==> config.mk <==
export PLATFORM = sky130hd
export DESIGN_NAME = axi_lite_rd_arbiter
export DESIGN_NICKNAME = d
export VERILOG_FILES = /design/src/rtl/axi_lite_rd_arbiter.sv
export SDC_FILE = /design/constraint.sdc
export NUM_CORES = 1
export LEC_CHECK = 0
export BUFFER_PORTS_ARGS = -buffer_cell sky130_fd_sc_hd__buf_2
export CORE_AREA = 2 2 82 84
export CTS_CLUSTER_DIAMETER = 30
export DETAILED_ROUTE_END_ITERATION = 10
export DIE_AREA = 0 0 84 86
export PLACE_DENSITY = 0.85
export SYNTH_ARGS = -nofsm -noshare
export SYNTH_HDL_FRONTEND = slang
export SYNTH_SLANG_ARGS = --single-unit
export TNS_END_PERCENT = 1
==> constraint.sdc <==
create_clock -name aclk -period 3.4 [get_ports aclk]
set_input_delay 0.17 -clock aclk [delete_from_list [all_inputs] [get_ports aclk]]
set_output_delay 0.17 -clock aclk [all_outputs]
set_load 0.005 [all_outputs]
==> src/rtl/axi_lite_rd_arbiter.sv <==
// Round-robin arbiter sharing one AXI4-Lite read channel (AR/R) between two
// read masters and a single downstream slave. Exactly one read is kept in
// flight, and its response is steered back to the requester that was granted.
module axi_lite_rd_arbiter #(
  parameter int ADDR_W = 32,
  parameter int DATA_W = 32
) (
  input  logic                aclk,
  input  logic                areset,
  // Upstream requesters, bit/slice i belongs to requester i
  input  logic [1:0]          s_arvalid,
  input  logic [2*ADDR_W-1:0] s_araddr,
  output logic [1:0]          s_arready,
  output logic [1:0]          s_rvalid,
  input  logic [1:0]          s_rready,
  output logic [2*DATA_W-1:0] s_rdata,
  output logic [3:0]          s_rresp,
  // Downstream slave
  output logic                m_arvalid,
  output logic [ADDR_W-1:0]   m_araddr,
  input  logic                m_arready,
  input  logic                m_rvalid,
  output logic                m_rready,
  input  logic [DATA_W-1:0]   m_rdata,
  input  logic [1:0]          m_rresp
);

  typedef enum logic [1:0] {
    IDLE,
    ADDR,
    DATA
  } state_t;

  state_t            state_q, state_d;
  logic              grant_q, grant_d;
  logic              last_grant_q, last_grant_d;
  logic              m_arvalid_q, m_arvalid_d;
  logic [ADDR_W-1:0] m_araddr_q, m_araddr_d;

  logic              winner;
  logic [ADDR_W-1:0] winner_addr;

  // Round-robin pick: on contention the requester not served last time wins
  always_comb begin
    winner = 1'b0;
    if (&s_arvalid) begin
      winner = ~last_grant_q;
    end else if (s_arvalid[1]) begin
      winner = 1'b1;
    end
    winner_addr = winner ? s_araddr[2*ADDR_W-1:ADDR_W] : s_araddr[ADDR_W-1:0];
  end

  // Next-state logic: accept in IDLE, issue downstream in ADDR, return data in DATA
  always_comb begin
    state_d      = state_q;
    grant_d      = grant_q;
    last_grant_d = last_grant_q;
    m_arvalid_d  = m_arvalid_q;
    m_araddr_d   = m_araddr_q;
    case (state_q)
      IDLE: begin
        if (|s_arvalid) begin
          grant_d     = winner;
          m_araddr_d  = winner_addr;
          m_arvalid_d = 1'b1;
          state_d     = ADDR;
        end
      end
      ADDR: begin
        if (m_arready) begin
          m_arvalid_d = 1'b0;
          state_d     = DATA;
        end
      end
      DATA: begin
        if (m_rvalid && s_rready[grant_q]) begin
          last_grant_d = grant_q;
          state_d      = IDLE;
        end
      end
      default: begin
        m_arvalid_d = 1'b0;
        state_d     = IDLE;
      end
    endcase
  end

  // State registers; reset wins over any handshake on the same edge
  always_ff @(posedge aclk) begin
    if (areset) begin
      state_q      <= IDLE;
      grant_q      <= 1'b0;
      last_grant_q <= 1'b1;
      m_arvalid_q  <= 1'b0;
      m_araddr_q   <= '0;
    end else begin
      state_q      <= state_d;
      grant_q      <= grant_d;
      last_grant_q <= last_grant_d;
      m_arvalid_q  <= m_arvalid_d;
      m_araddr_q   <= m_araddr_d;
    end
  end

  // Acceptance is only offered to the winner, and never while reset is held
  assign s_arready = (state_q == IDLE && !areset && (|s_arvalid)) ?
                     (winner ? 2'b10 : 2'b01) : 2'b00;

  // Response path is steered to the granted requester only during DATA
  assign s_rvalid  = (state_q == DATA && m_rvalid) ? (grant_q ? 2'b10 : 2'b01) : 2'b00;
  assign m_rready  = (state_q == DATA) && s_rready[grant_q];
  assign s_rdata   = {2{m_rdata}};
  assign s_rresp   = {2{m_rresp}};

  assign m_arvalid = m_arvalid_q;
  assign m_araddr  = m_araddr_q;

endmodule

After elaboration in Yosys (flattened, before gate mapping). Index checks and enable logic that the tools add are counted.

Bits in registers: 37. Latch bits: 0. RAM bits: 0. ROM bits: 0. Input bits: 106. Output and inout bits: 106. Word-level logic and storage cells: 42. Memories: 0.

Add/subtract/negate cells: 0. Multipliers: 0. Div/mod/pow operators: 0. $lt $le $gt $ge: 1. Equal/unequal tests: 5. Shift-type cells: 0. Muxes and demuxes: 16. Bitwise gates (word level): 2. Reduce and logical (&&, ||, !) cells: 13.

Operators by type and width (number): 32-bit two-way mux (1); 2-bit two-way mux (7); 1-bit two-way mux (6); 2-bit one-hot mux with 3 select lines (1); 2-bit AND reduction (3); 3-bit AND reduction (2); 1-bit logical AND (5); 2-bit != test (second input constant) (2); 1-bit one-hot mux with 3 select lines (1); 2-bit by 1-bit == test with 1-bit output (second input constant) (1); 2-bit == test (second input constant) (1); 2-bit logical NOT (1); 1-bit by 2-bit less-than comparator with 1-bit output (second input constant) (1); 2-bit by 1-bit != test with 1-bit output (second input constant) (1); 1-bit NOT (2); 2-bit OR reduction (1); 1-bit logical NOT (1).

Longest topological paths before layout. Gate-level depths: netlist of the first run.

Depth after elaboration: 5. Mapped depth: 5. Mapped depth without buffers: 3.

Least setup slack after synthesis of the first run. Ideal clock, no wire load.

Kind: reg2reg. Start point: register state_q[1]. End point: register m_araddr_q[16] (netlist: m_araddr[16]). Setup time: 59 ps. Arrival: 1360 ps. Data required time: 3341 ps. Path slack: 1981 ps. Cell stages (with the launch flop): 6. Buffers on the path: 2. Period minus slack after synthesis: 1419 ps. Path through: dfxtp_1 -> or3_1 -> buf_2 -> nor3b_4 -> buf_6 -> a221o_1.

Longest elaborated chain between the ends: 2.

Ends and longest elaborated chain: from (decl) (line 34) `state_t state_q, state_d;`; from (signal assigned) (line 98) `state_q <= state_d;`; 2-bit logical NOT (line 61) `case (state_q)`; 2-bit AND reduction (no line); to (signal assigned) (line 102) `m_araddr_q <= m_araddr_d;`; to (decl) (line 38) `logic [ADDR_W-1:0] m_araddr_q, m_araddr_d;`.

No other way between the ends. A chain may end at the register's enable or synchronous reset.

Worst setup path in the final report of the first run.
Start point: register state_q[1]. End point: output s_arready[0].

Longest elaborated chain between the ends: 4.

Ends and longest elaborated chain: 2-bit logical NOT (line 107) `assign s_arready = (state_q == IDLE && !areset && (|s_arvalid)) ?`; 1-bit logical AND (2 in a row) (line 107); 2-bit two-way mux (line 107); to (decl) (line 13) `output logic [1:0] s_arready,`.

No other way between the ends.

==> run summary, run 1 <==
The run finished with clean final reports. For this block, the via count after detailed routing is 1668. The run gives 0.7482 as the placer's final routability congestion estimate.

Gates resized during post-CTS repair numbered 0. The area of the core was 0.006277 mm²; the maximum achievable frequency was 0.3741 GHz. The worst-case IR drop observed on VDD is 0.1737 mV.

After technology mapping, the gate count stands at 233. Type of the worst min-delay path: input port to flip-flop. Once placement finished, the instance area stood at 0.002191 mm². Yosys attributes the largest share of cell area to sky130_fd_sc_hd__dfxtp_1 35%, sky130_fd_sc_hd__buf_4 24%, sky130_fd_sc_hd__a221o_1 10%. After synthesis the netlist holds a flip-flop and latch count of 37. The proportion of netlist area held by the largest area contributor works out to 35.09%.

The ratio of cells with drive above 1 in the final layout is 44.65%. The measured slew at the worst slew-check pin is 886.8 ps, and the largest incremental delay on the critical path is 860 ps. The tightest hold path in the finished design has a slack of 80.10 ps.

The routed wire length per instance came out at 13.76 µm. In this run the number of cells on the critical path is 3. The clock passes through at most 2 buffers. For this run the aggregate overflow at the end of global routing stands at 0. sky130_fd_sc_hd__dfxtp_1 takes more of the synthesized area than any other cell.

After detailed routing, the number of remaining DRC violations is 0. The run gives 727.0 ps as the least setup slack across all paths after layout. The worst path in the final design needs a cycle of 2673 ps, including I/O delays and setup. The tools report the detailed router's first-iteration violation count as 41.

The number of cells on the worst reg-to-reg path is 3. In this run the tightest slew margin relative to its limit is 40.82%. In this run, CTS created clock tree buffers numbering 5. The post-route standard cell area excluding fillers came out at 0.002292 mm². The cts-stage hold buffer count came out at 0. The tools report the number of max-slew violations in the final report as 0. The tools report the buffer cell driving the clock tree root as sky130_fd_sc_hd__clkbuf_8. Timing analysis after detailed placement gives a worst setup slack of 1012 ps. The final-report hold violation count is 0. The share of the Yosys chip area taken by registers is 35.09%. After clock tree synthesis, the clock-pin slew on the worst setup and hold paths is 70 ps. Summing all multi-input logic gate instances after layout gives 703.2 µm².

The slowest stage of the critical path belongs to the cell sky130_fd_sc_hd__nor3b_4. For the via count of the first global-routing pass, the log shows 1640. The number of different library cells used by synthesis comes to 27. For this design, the sink count on the clock tree is 37. For the first-pass iteration count of the detailed router, the log shows 4. The hold path depth came out at 2.

The run gives 0 as the count of warnings emitted by yosys. 212 I/O pins were placed. The number of nets with antenna violations after routing is 0.

The floorplan has 29 rows. The critical path is of the flip-flop to output pin type. The total wire length came out at 4789 µm.

Counting the fill cells in the layout gives 646. The sequential cells in the finished layout cover a total of 740.7 µm². For the worst setup skew after layout, the log shows 2.437 ps. For the count of H-tree levels built during CTS, the log shows 2.

Combined buffer and inverter count along the critical path: 1. Traced cell by cell, the critical path runs through or3_1, nor3b_4, buf_2. The kind of cell with the highest combined delay along the critical path is simple AND/OR/NAND/NOR gates.

In the routed layout, each cell is associated on average with a via count of 4.793. For this design the ratio of total power to cell area is 463.9 mW/mm². The worst setup path is launched from a flip-flop. Across every metal layer, demand over resource in global routing totals 12.80%. The tools report the total half-perimeter wirelength after legalization and detailed placement as 3677 µm. At the worst endpoint, the required time is 3230 ps.

The later pin in the worst-skew pair is clocked with a latency of 290 ps. From synthesis to final layout, the design area changed by 8.595%. The first global-routing pass estimated 7479 µm of wire. In this run the vertical extent of the chip is 86 µm. Antenna diode count: 0. The per-instance average area after synthesis is 9.059 µm², and the largest fanout on the critical path is 24.

Setup repair after global routing left no endpoint under its margin. The pin count of the biggest net entering global routing was 25. Buffers added to address setup during post-CTS repair amount to 0.

The run gives 339 as the number of nets produced by synthesis. The number of antenna violations at the first check in global routing was 0. The post-synthesis instance area is 0.002111 mm², and the arrival time of data at the critical path endpoint is 2500 ps. At the end of the flow, the number of nets in the layout was 376. The worst setup path is captured at an output pin. The tool flagged a number of max-cap violations equal to 0. The horizontal die dimension came out at 84 µm.

Setup violations remaining at the end of the flow were counted as 0. Final clock period utilization by the worst path: 78.62%. The port buffer count came out at 109. The floorplan step defined a die boundary enclosing 0.007224 mm².

TritonCTS built the clock tree. In this run the static leakage power is 1.226 nW. For the final routed database, the setup TNS stands at 0 ps. Once layout is complete, the utilization of the core stands at 36.52%. The initial utilization of the core area, before any placement, comes to 33.63%.
-- stage by stage --
stage,cells,power (mW)
global route,348,1.127
detailed placement,340,0.7361
finish,348,1.063
floorplan,233,0.6933
global placement,340,0.7286
CTS,348,1.083
-- routing by layer --
| layer | track usage (%) | share of wire, % |
|---|---|---|
| met2 | 22.62 | 50 |
| met3 | 4.620 | 9.2 |
| met5 | 0 | 0 |
| met1 | 13.31 | 37 |
| met4 | 6.891 | 3.3 |
-- report_power, final --
| group | total (mW) | leakage [nW] | switching (mW) | internal, mW |
|---|---|---|---|---|
| sequential | 0.510 | 0.305 | 0.0283 | 0.482 |
| clock | 0.340 | 0.0542 | 0.157 | 0.183 |
| combinational | 0.213 | 0.867 | 0.103 | 0.110 |
| total | 1.06 | 1.23 | 0.288 | 0.775 |
-- cells by family after synthesis --
logic type / after synthesis / synth area share, %
AO/OA/AOI/OAI: 41 / 17.19
AND/OR/NAND/NOR: 38 / 10.26
multiplexers: 12 / 5.691
buffers and inverters: 105 / 31.77
flip-flops: 37 / 35.09
-- state kept, by name (all words and copies together) (netlist names) --
| name | flops |
|---|---|
| m_araddr | 32 |
| state_q | 2 |
| grant_q | 1 |
| last_grant_q | 1 |
| m_arvalid | 1 |
-- cells in the final DEF, fill, tap and decap left out, drive strengths merged --
cell	synthesis	layout
buf	75	111
dfxtp	37	37
inv	24	24
nor3	21	21
a221o	21	21
mux2i	12	12
o2bb2ai	11	11
clkbuf	6	7
nor2b	3	3
nand3b	3	3
nor2	3	3
a21oi	3	3
o21ai	3	3
or3	1	1
nor3b	1	1
and3	1	1
a21bo	1	1
or2	1	1
nand2b	1	1
o41ai	1	1
a21o	1	1
nand4	1	1
nand3	1	1
nand2	1	1
clkinv	0	1
-- cell usage after synthesis (all sizes together) --
cell type / instances
or3: 1
o41ai: 1
a21oi: 3
nand2: 1
nor3: 21
nor3b: 1
a21o: 1
clkbuf: 6
nand3: 1
nand2b: 1
o2bb2ai: 11
dfxtp: 37
or2: 1
and3: 1
nand4: 1
nand3b: 3
o21ai: 3
inv: 24
a21bo: 1
buf: 75
a221o: 21
nor2: 3
mux2i: 12
nor2b: 3
-- cell type report --
class / count / area share [%]
Inverter: 24 / 3.930
Clock buffer: 7 / 4.203
Multi-Input combinational cell: 91 / 30.68
Tap cell: 77 / 4.203
Timing Repair Buffer: 111 / 24.45
Clock inverter: 1 / 0.2183
Sequential cell: 37 / 32.31
-- path summary, 6_finish.rpt --
kind / start / endpoint / slack, ps
max reg2reg: state_q[1]$_SDFFE_PP0P_ / m_araddr[21]$_SDFFE_PP0P_ / 1080
max: state_q[1]$_SDFFE_PP0P_ / s_arready[0] / 730
min: m_arready / state_q[0]$_SDFFE_PP0P_ / 80
min reg2reg: m_araddr[0]$_SDFFE_PP0P_ / m_araddr[0]$_SDFFE_PP0P_ / 460
No activity file was read; power rests on OpenSTA's default activity.
==> run 2, diff against run 1 <==
==> constraint.sdc (replaced) <==
create_clock -name aclk -period 2.5 [get_ports aclk]
set_input_delay 0.125 -clock aclk [delete_from_list [all_inputs] [get_ports aclk]]
set_output_delay 0.125 -clock aclk [all_outputs]
set_load 0.005 [all_outputs]
==> run 2 against run 1 <==
Net effect:
- sequential share of layout area is 0.31 points lower
- via count decreased by 0.12%
- sequential power increased by 36%
- critical path type unchanged
- largest cell class unchanged
- power up 36%
- critical path depth up 1
- clock skew shrank 0.95 ps
- clock-buffer cell count unchanged
- flip-flop and latch count is the same
==> run summary, run 2 (synthesis gave the netlist of run 1 again) <==
The run gives 0 (unchanged) as the cts-stage hold buffer count. The final critical path takes up 79.40% of the cycle. Total chip power: 1.450 mW (+36%). The total CTS buffers came out at 5 (unchanged). The logs give 37 (unchanged) for the clock sink total and 1.241 nW (+1.2%) for the leakage power summed over all cells.

The number of nets with antenna violations after routing came out at 0 (unchanged). The largest voltage drop on the vdd net came out at 0.2738 mV (+58%). The horizontal die dimension works out to 84 µm (unchanged). The power per unit of standard cell area was 626.2 mW/mm² (+35%); the detailed router's first-iteration violation count was 31 (-24%). The measured slew at the worst slew-check pin is 646.3 ps (-240.5 ps). Ratio of cells with drive above 1 in the final layout: 45.26% (+0.61 points). The tools report the die area as 0.007224 mm² (unchanged). The tools report the pin count of the biggest net entering global routing as 23 (-8.0%). The flow ran to the end, and the final reports show no timing, DRC or antenna violations. The first-pass iteration count of the detailed router is 4 (unchanged), and the global-route wire length before repair is 7479 µm (unchanged). The later-pin clock latency in the skew report is 280 ps (about the same), and the buffer count from post-CTS setup fixing is 0 (unchanged). The maximum achievable frequency came out at 0.5038 GHz. The floorplan die height works out to 86 µm (unchanged).

The run gives 1860 ps (-640 ps) as the arrival time of data at the critical path endpoint. Setup repair after global routing left no endpoint under its margin. The via count of the first global-routing pass is 1622 (-1.1%). The aggregate global-route resource usage is 13.02% (+0.22 points). The antenna diode count came out at 0 (unchanged). For the utilization of the core after routing, the log shows 36.87% (+0.36 points). The setup path with the least slack is of type flip-flop to output pin. The number of flip-flops in the largest register was 32 (unchanged). The total vias in the final route was 1666 (-0.12%); the area of the core was 0.006277 mm² (unchanged).

For the placer's final routability congestion estimate, the log shows 0.7123 (-4.8%). The detailed-route DRC error count is 0 (unchanged), and the total half-perimeter wirelength after legalization and detailed placement is 3570 µm (-2.9%). Leaving out fill and tap cells, the most frequent cell in the layout is sky130_fd_sc_hd__buf_2.

The port buffer count was 109 (unchanged); the total wire length was 4806 µm (+0.35%). CTS placed an instance of sky130_fd_sc_hd__clkbuf_8 at the clock tree root. Final-report hold violation count: 0 (unchanged). The kind of start point of the critical path was a flip-flop. Initial core utilization: 33.63% (unchanged).

Traced cell by cell, the critical path runs through or3_1, nor3b_4, buf_4, buf_2. Type of the worst min-delay path: input port to flip-flop. Largest incremental delay on the critical path: 550 ps (-310 ps). The layout overhead on the synthesized area was 9.662%.

The worst setup path is captured at an output pin. The maximum root-to-sink buffer count is 2 (unchanged), and the via count normalized by instance count is 4.746 (-0.97%). The number of antenna violations at the first check in global routing is 0 (unchanged), and the largest fanout on the critical path is 22 (-8.3%).

Among all stages on the critical path, the largest delay is contributed by sky130_fd_sc_hd__or3_1. TritonCTS built the clock tree. The tools report the setup TNS after final layout as 0 ps (unchanged). For the setup-violating endpoint count in the final report, the log shows 0 (unchanged). The overflow left after global routing is 0 (unchanged), and the path depth of the worst reg2reg path is 3 (unchanged). The post-cts resize count is 0 (unchanged). The routed wire length per instance was 13.69 µm (-0.50%). The clock slew at the register clock pins of the worst setup and hold paths is 70 ps (about the same). The number of ports placed on the die boundary was 212 (unchanged). For the count of H-tree levels built during CTS, the log shows 2 (unchanged). The tools report the number of max-slew violations in the final report as 0 (unchanged). For the count of nets after finishing, the log shows 379 (+0.80%). The library cells used most frequently in the layout, excluding fill and tap cells, are 109 x sky130_fd_sc_hd__buf_2, 37 x sky130_fd_sc_hd__dfxtp_1, 24 x sky130_fd_sc_hd__inv_1. The worst slew margin relative to its limit came out at 56.92% (+16 points). The number of core rows was 29 (unchanged); the max-capacitance violation count was 0 (unchanged).

Hold path depth: 2 (unchanged). The critical path required time came out at 2380 ps (-850 ps). The worst path in the final design needs a cycle of 1985 ps, including I/O delays and setup. The worst setup skew after layout is 1.491 ps (-0.9453 ps).
run 2: changes by cell type in the layout (fill, tap and decap cells not counted):
cell,previous run,this run
sky130_fd_sc_hd__buf_4,2,5
run 2: routing by layer:
layer	global-route usage [%]	routed length, µm	vias to the layer above
met2	22.47	2378	77
li1	-	-	814
met1	13.94	1896	755
met5	0	0	-
met4	5.865	123	0
met3	5.486	407	20
run 2: path summary, 6_finish.rpt:
path	startpoint	end	slack, ps
hold reg to reg	m_araddr[24]$_SDFFE_PP0P_	m_araddr[24]$_SDFFE_PP0P_	460
hold / removal	m_arready	state_q[0]$_SDFFE_PP0P_	40
setup reg to reg	state_q[1]$_SDFFE_PP0P_	m_araddr[25]$_SDFFE_PP0P_	820
setup / recovery	state_q[1]$_SDFFE_PP0P_	s_arready[0]	520
run 2: worst max-delay path: cells and delay by family (launching register included):
kind	cells	cell delay [ps]
flops	1	360
buf+inv	2	450
simple gates	2	760
run 2: final cells by class:
| type | instances | area [µm²] |
|---|---|---|
| multi-input cells | 91 | 703.2 |
| fillers | 645 | 3963 |
| clock inverters | 1 | 5.005 |
| inverters | 24 | 90.09 |
| well taps | 77 | 96.34 |
| flip-flops and latches | 37 | 740.7 |
| clock buffers | 7 | 96.34 |
| repair buffers | 114 | 583.1 |
run 2: through the flow:
| step | area (µm²) | std cells | setup WS, ps | hold slack, ps |
|---|---|---|---|---|
| after global placement | 2213 | 343 | 828.6 | 250.1 |
| after detailed placement | 2213 | 343 | 806.8 | 250.1 |
| after global routing | 2315 | 351 | 409.2 | 43.19 |
| after floorplan | 2111 | 233 | 1081 | 194.1 |
| final | 2315 | 351 | 515.1 | 43.04 |
| after CTS | 2315 | 351 | 496.9 | 32.27 |
run 2: power breakdown:
group	switching, mW	internal, mW
sequential	0.0376	0.656
clock	0.212	0.249
combinational	0.141	0.154
==> run 3, diff against run 2 <==
--- a/config.mk
+++ b/config.mk
@@ -5,12 +5,13 @@
 export SDC_FILE = /design/constraint.sdc
 export NUM_CORES = 1
 export LEC_CHECK = 0
+export ABC_AREA = 1
 export BUFFER_PORTS_ARGS = -buffer_cell sky130_fd_sc_hd__buf_2
-export CORE_AREA = 2 2 82 84
+export CORE_MARGIN = 1
+export CORE_UTILIZATION = 38
 export CTS_CLUSTER_DIAMETER = 30
 export DETAILED_ROUTE_END_ITERATION = 10
-export DIE_AREA = 0 0 84 86
-export PLACE_DENSITY = 0.85
+export PLACE_DENSITY = 0.9
 export SYNTH_ARGS = -nofsm -noshare
 export SYNTH_HDL_FRONTEND = slang
 export SYNTH_SLANG_ARGS = --single-unit
==> constraint.sdc (replaced) <==
create_clock -name aclk -period 1.95 [get_ports aclk]
set_input_delay 0.0975 -clock aclk [delete_from_list [all_inputs] [get_ports aclk]]
set_output_delay 0.0975 -clock aclk [all_outputs]
set_load 0.005 [all_outputs]
==> run 3 against run 2 <==
Net effect:
- cell area is 10% higher
- largest cell class is now multi-input gates
- die area decreased by 7.6%
- sequential power rose by 28%
- highest routed layer unchanged
- critical endpoint is now s_arready[1]
==> run summary, run 3 <==
The flow ran to the end, and the final reports show no timing, DRC or antenna violations. Summed over all instances, the cell type with the most area after synthesis is sky130_fd_sc_hd__dfxtp_1. The placer's final routability congestion estimate was 0.7731 (+8.5%); the gate count of the mapped netlist was 373 (+60%). The proportion of synthesized area in mux cells works out to 0% (-5.7 points).

The tools report the internal portion of total power as 1.307 mW (+23%). The combinational family with the most area after synthesis is simple AND/OR/NAND/NOR gates. The port buffer count was 109 (unchanged). The synthesized-area fraction occupied by xor and xnor cells was 0% (unchanged); the post-cts resize count was 0 (unchanged). Leaving out fill and tap cells, the most frequent cells in the layout are 142 x sky130_fd_sc_hd__nand2_1, 109 x sky130_fd_sc_hd__buf_2, 58 x sky130_fd_sc_hd__nand3_1. The die area is 0.006677 mm² (-7.6%).

The run gives 0.002546 mm² (+10%) as the post-route standard cell area excluding fillers. The clock slew at the register clock pins of the worst setup and hold paths came out at 70 ps (about the same). The switching component of the power was 0.5487 mW (+40%); the number of synthesized flops with an enable pin was 0 (unchanged).

For the count of nets after finishing, the log shows 514 (+36%). The clock sink total is 37 (unchanged), and the global-route wire length before repair is 7624 µm (+1.9%). The arrival time of data at the critical path endpoint is 1550 ps (-310 ps), and the unique cell type count in the Yosys netlist is 16 (-41%). The first-pass iteration count of the detailed router came out at 4 (unchanged). Setup repair after global routing left no endpoint under its margin.

The area fraction in compound gates after synthesis is 0.9326% (-16 points). The area of the core was 0.006026 mm² (-4.0%); the layout overhead on the synthesized area was 5.440%. The total chip power came out at 1.856 mW (+28%). The number of nets produced by synthesis is 479 (+41%), and the measured slew at the worst slew-check pin is 471.7 ps (-174.5 ps).

In the post-synthesis netlist, the biggest area contributors are sky130_fd_sc_hd__dfxtp_1 31%, sky130_fd_sc_hd__buf_4 22%, sky130_fd_sc_hd__nand2_1 22%. Sorting the synthesized cells by how often they occur yields 142 x sky130_fd_sc_hd__nand2_1, 71 x sky130_fd_sc_hd__buf_4, 58 x sky130_fd_sc_hd__nand3_1, 37 x sky130_fd_sc_hd__dfxtp_1, 34 x sky130_fd_sc_hd__inv_1. In this design, the critical path's most frequently occurring cell is sky130_fd_sc_hd__nand2_1. The logs give 0 (unchanged) for the max-capacitance violation count and 47.8% (about the same) for the fraction of power consumed by sequential logic.

The tools report the total vias in the final route as 2186 (+31%). The count of warnings emitted by yosys is 0 (unchanged). CTS placed an instance of sky130_fd_sc_hd__clkbuf_8 at the clock tree root. The sequential cell area came out at 740.7 µm² (unchanged). The register bit count reported by yosys came out at 37 (unchanged).

The largest individual stage delay along the critical path comes from the cell sky130_fd_sc_hd__nand2_2. The aggregate global-route resource usage was 14.92% (+1.9 points). The overflow left after global routing came out at 0 (unchanged). The detailed-route DRC error count is 0 (unchanged), and the total CTS buffers is 5 (unchanged).

Part of the total power dissipated in combinational logic: 23.3% (+2.9 points). The area after detailed placement was 0.002460 mm² (+11%); the final clock period utilization by the worst path was 84.26%. Maximum root-to-sink buffer count: 2 (unchanged). The largest incremental delay on the critical path is 360 ps (-190 ps).

Walking the worst path, the cells encountered are nand2_1, nand2_2, inv_2, nand2_1, inv_1, buf_2. The total half-perimeter wirelength after legalization and detailed placement was 3657 µm (+2.4%); the total wire length was 5165 µm (+7.5%). The number of core rows was 28 (-3.4%); the setup-violating endpoint count in the final report was 0 (unchanged). The power per unit of standard cell area came out at 728.8 mW/mm² (+16%). The type of the worst min-delay path was input port to flip-flop.

In the synthesized netlist the dominant register cell turns out to be sky130_fd_sc_hd__dfxtp_1. The tools report the initial core utilization as 40.07% (+6.4 points). The adder and majority gate portion of the synthesized area was 0% (unchanged). The horizontal die dimension is 81.72 µm (-2.7%), and the leakage power summed over all cells is 1.597 nW (+29%).

The worst setup path is captured at an output pin. The run gives 34 (+48%) as the pin count of the biggest net entering global routing. Utilization of the core after routing: 42.25% (+5.4 points).

Leaving out fill and tap cells, the most frequent cell in the layout is sky130_fd_sc_hd__nand2_1. sky130_fd_sc_hd__nand2_1 is the most common cell in the netlist. The buffer count from post-CTS setup fixing was 0 (unchanged). The logs give 290 ps (about the same) for the later-pin clock latency in the skew report and 67 (+120%) for the detailed router's first-iteration violation count. The largest fanout on the critical path works out to 23 (+4.5%). The largest voltage drop on the vdd net was 0.3069 mV (+12%). For the number of ports placed on the die boundary, the log shows 212 (unchanged). The per-instance average area after synthesis was 6.474 µm² (-29%). For the number of antenna violations at the first check in global routing, the log shows 0 (unchanged). The logs give 1850 ps (-530 ps) for the critical path required time and 1745 (+7.6%) for the via count of the first global-routing pass.

The clock power share was 28.9% (-2.9 points). The run gives 0 (unchanged) as the number of max-slew violations in the final report. For the antenna diode count, the log shows 0 (unchanged). The share of flip-flops with an asynchronous set or reset works out to 0% (unchanged). The worst setup path is launched from a flip-flop. TritonCTS built the clock tree. Floorplan die height: 81.72 µm (-5.0%). Via count normalized by instance count: 4.526 (-4.6%).

For the worst setup skew after layout, the log shows 11.28 ps (+9.788 ps). Ratio of cells with drive above 1 in the final layout: 30.88% (-14 points). The routed wire length per instance works out to 10.69 µm (-22%).

The run gives 0 (unchanged) as the final-report hold violation count. The tools report the setup TNS after final layout as 0 ps (unchanged). Cts-stage hold buffer count: 0 (unchanged). The count of H-tree levels built during CTS was 2 (unchanged). The number of flip-flops in the largest register was 32 (unchanged). The category of the critical setup timing path was flip-flop to output pin. The area of combinational cells with multiple inputs was 912.1 µm² (+30%).

Proportion of netlist area held by the largest area contributor: 30.67% (-4.4 points). The proportion of total power due to net switching is 29.57% (+2.6 points), and the simple-gate area share of the yosys netlist is 36.84% (+27 points). Based on the critical path, the design can be clocked at up to 0.6087 GHz.

For the finished layout, the period the worst path requires is 1643 ps. The logs give 68.55% (+12 points) for the worst slew margin relative to its limit and 30.67% (-4.4 points) for the proportion of synthesized chip area in sequential cells. The tools report the post-synthesis instance area as 0.002415 mm² (+14%). The number of nets with antenna violations after routing was 0 (unchanged).

Number of fill cells: 626 (-2.9%).
## run 3: per-stage QoR
stage,std cells,worst slack [ps],hold slack [ps]
after floorplan,373,956.1,166.6
after global placement,476,624.9,195.1
after detailed placement,476,587.2,195.1
after CTS,483,268.4,17.50
after global routing,483,142.7,38.55
final,483,307.0,28.77
## run 3: area by class of cell
type / instances / share of cell area, %
Timing Repair Buffer: 112 / 22.31
Clock buffer: 7 / 3.391
Multi-Input combinational cell: 214 / 35.82
Inverter: 38 / 5.700
Sequential cell: 37 / 29.09
Tap cell: 75 / 3.686
## run 3: power by group through the flow
stage,sequential (mW),clock [mW],combinational (mW)
2_1_floorplan,0.908,0,0.363
3_3_place_gp,0.901,0,0.428
3_5_place_dp,0.903,0,0.437
4_1_cts,0.888,0.568,0.438
5_1_grt,0.897,0.587,0.496
6_report,0.888,0.536,0.432
## run 3: kinds of logic after synthesis
logic type | count (synthesis)
buf+inv | 122
compound gates | 4
simple gates | 210
flops | 37
## run 3: worst paths after layout
kind | start | endpoint | slack [ps] | depth (start not counted)
setup / recovery | last_grant_q$_SDFFE_PP1P_ | s_arready[1] | 310 | 6
hold reg to reg | m_araddr[8]$_SDFFE_PP0P_ | m_araddr[8]$_SDFFE_PP0P_ | 450 | 2
hold / removal | m_arready | state_q[0]$_SDFFE_PP0P_ | 30 | 2
setup reg to reg | state_q[0]$_SDFFE_PP0P_ | m_araddr[13]$_SDFFE_PP0P_ | 600 | 6
## run 3: critical path: cells and delay by family, from the launching register on
family | cells | cell delay (ps)
buf+inv | 3 | 360
flops | 1 | 330
simple gates | 3 | 570
## run 3: metal layers
layer / routed length, µm / track usage [%]
met5: 0 / 0
met1: 2374 / 17.55
met3: 465 / 5.222
met2: 2248 / 25.08
met4: 76 / 5.088
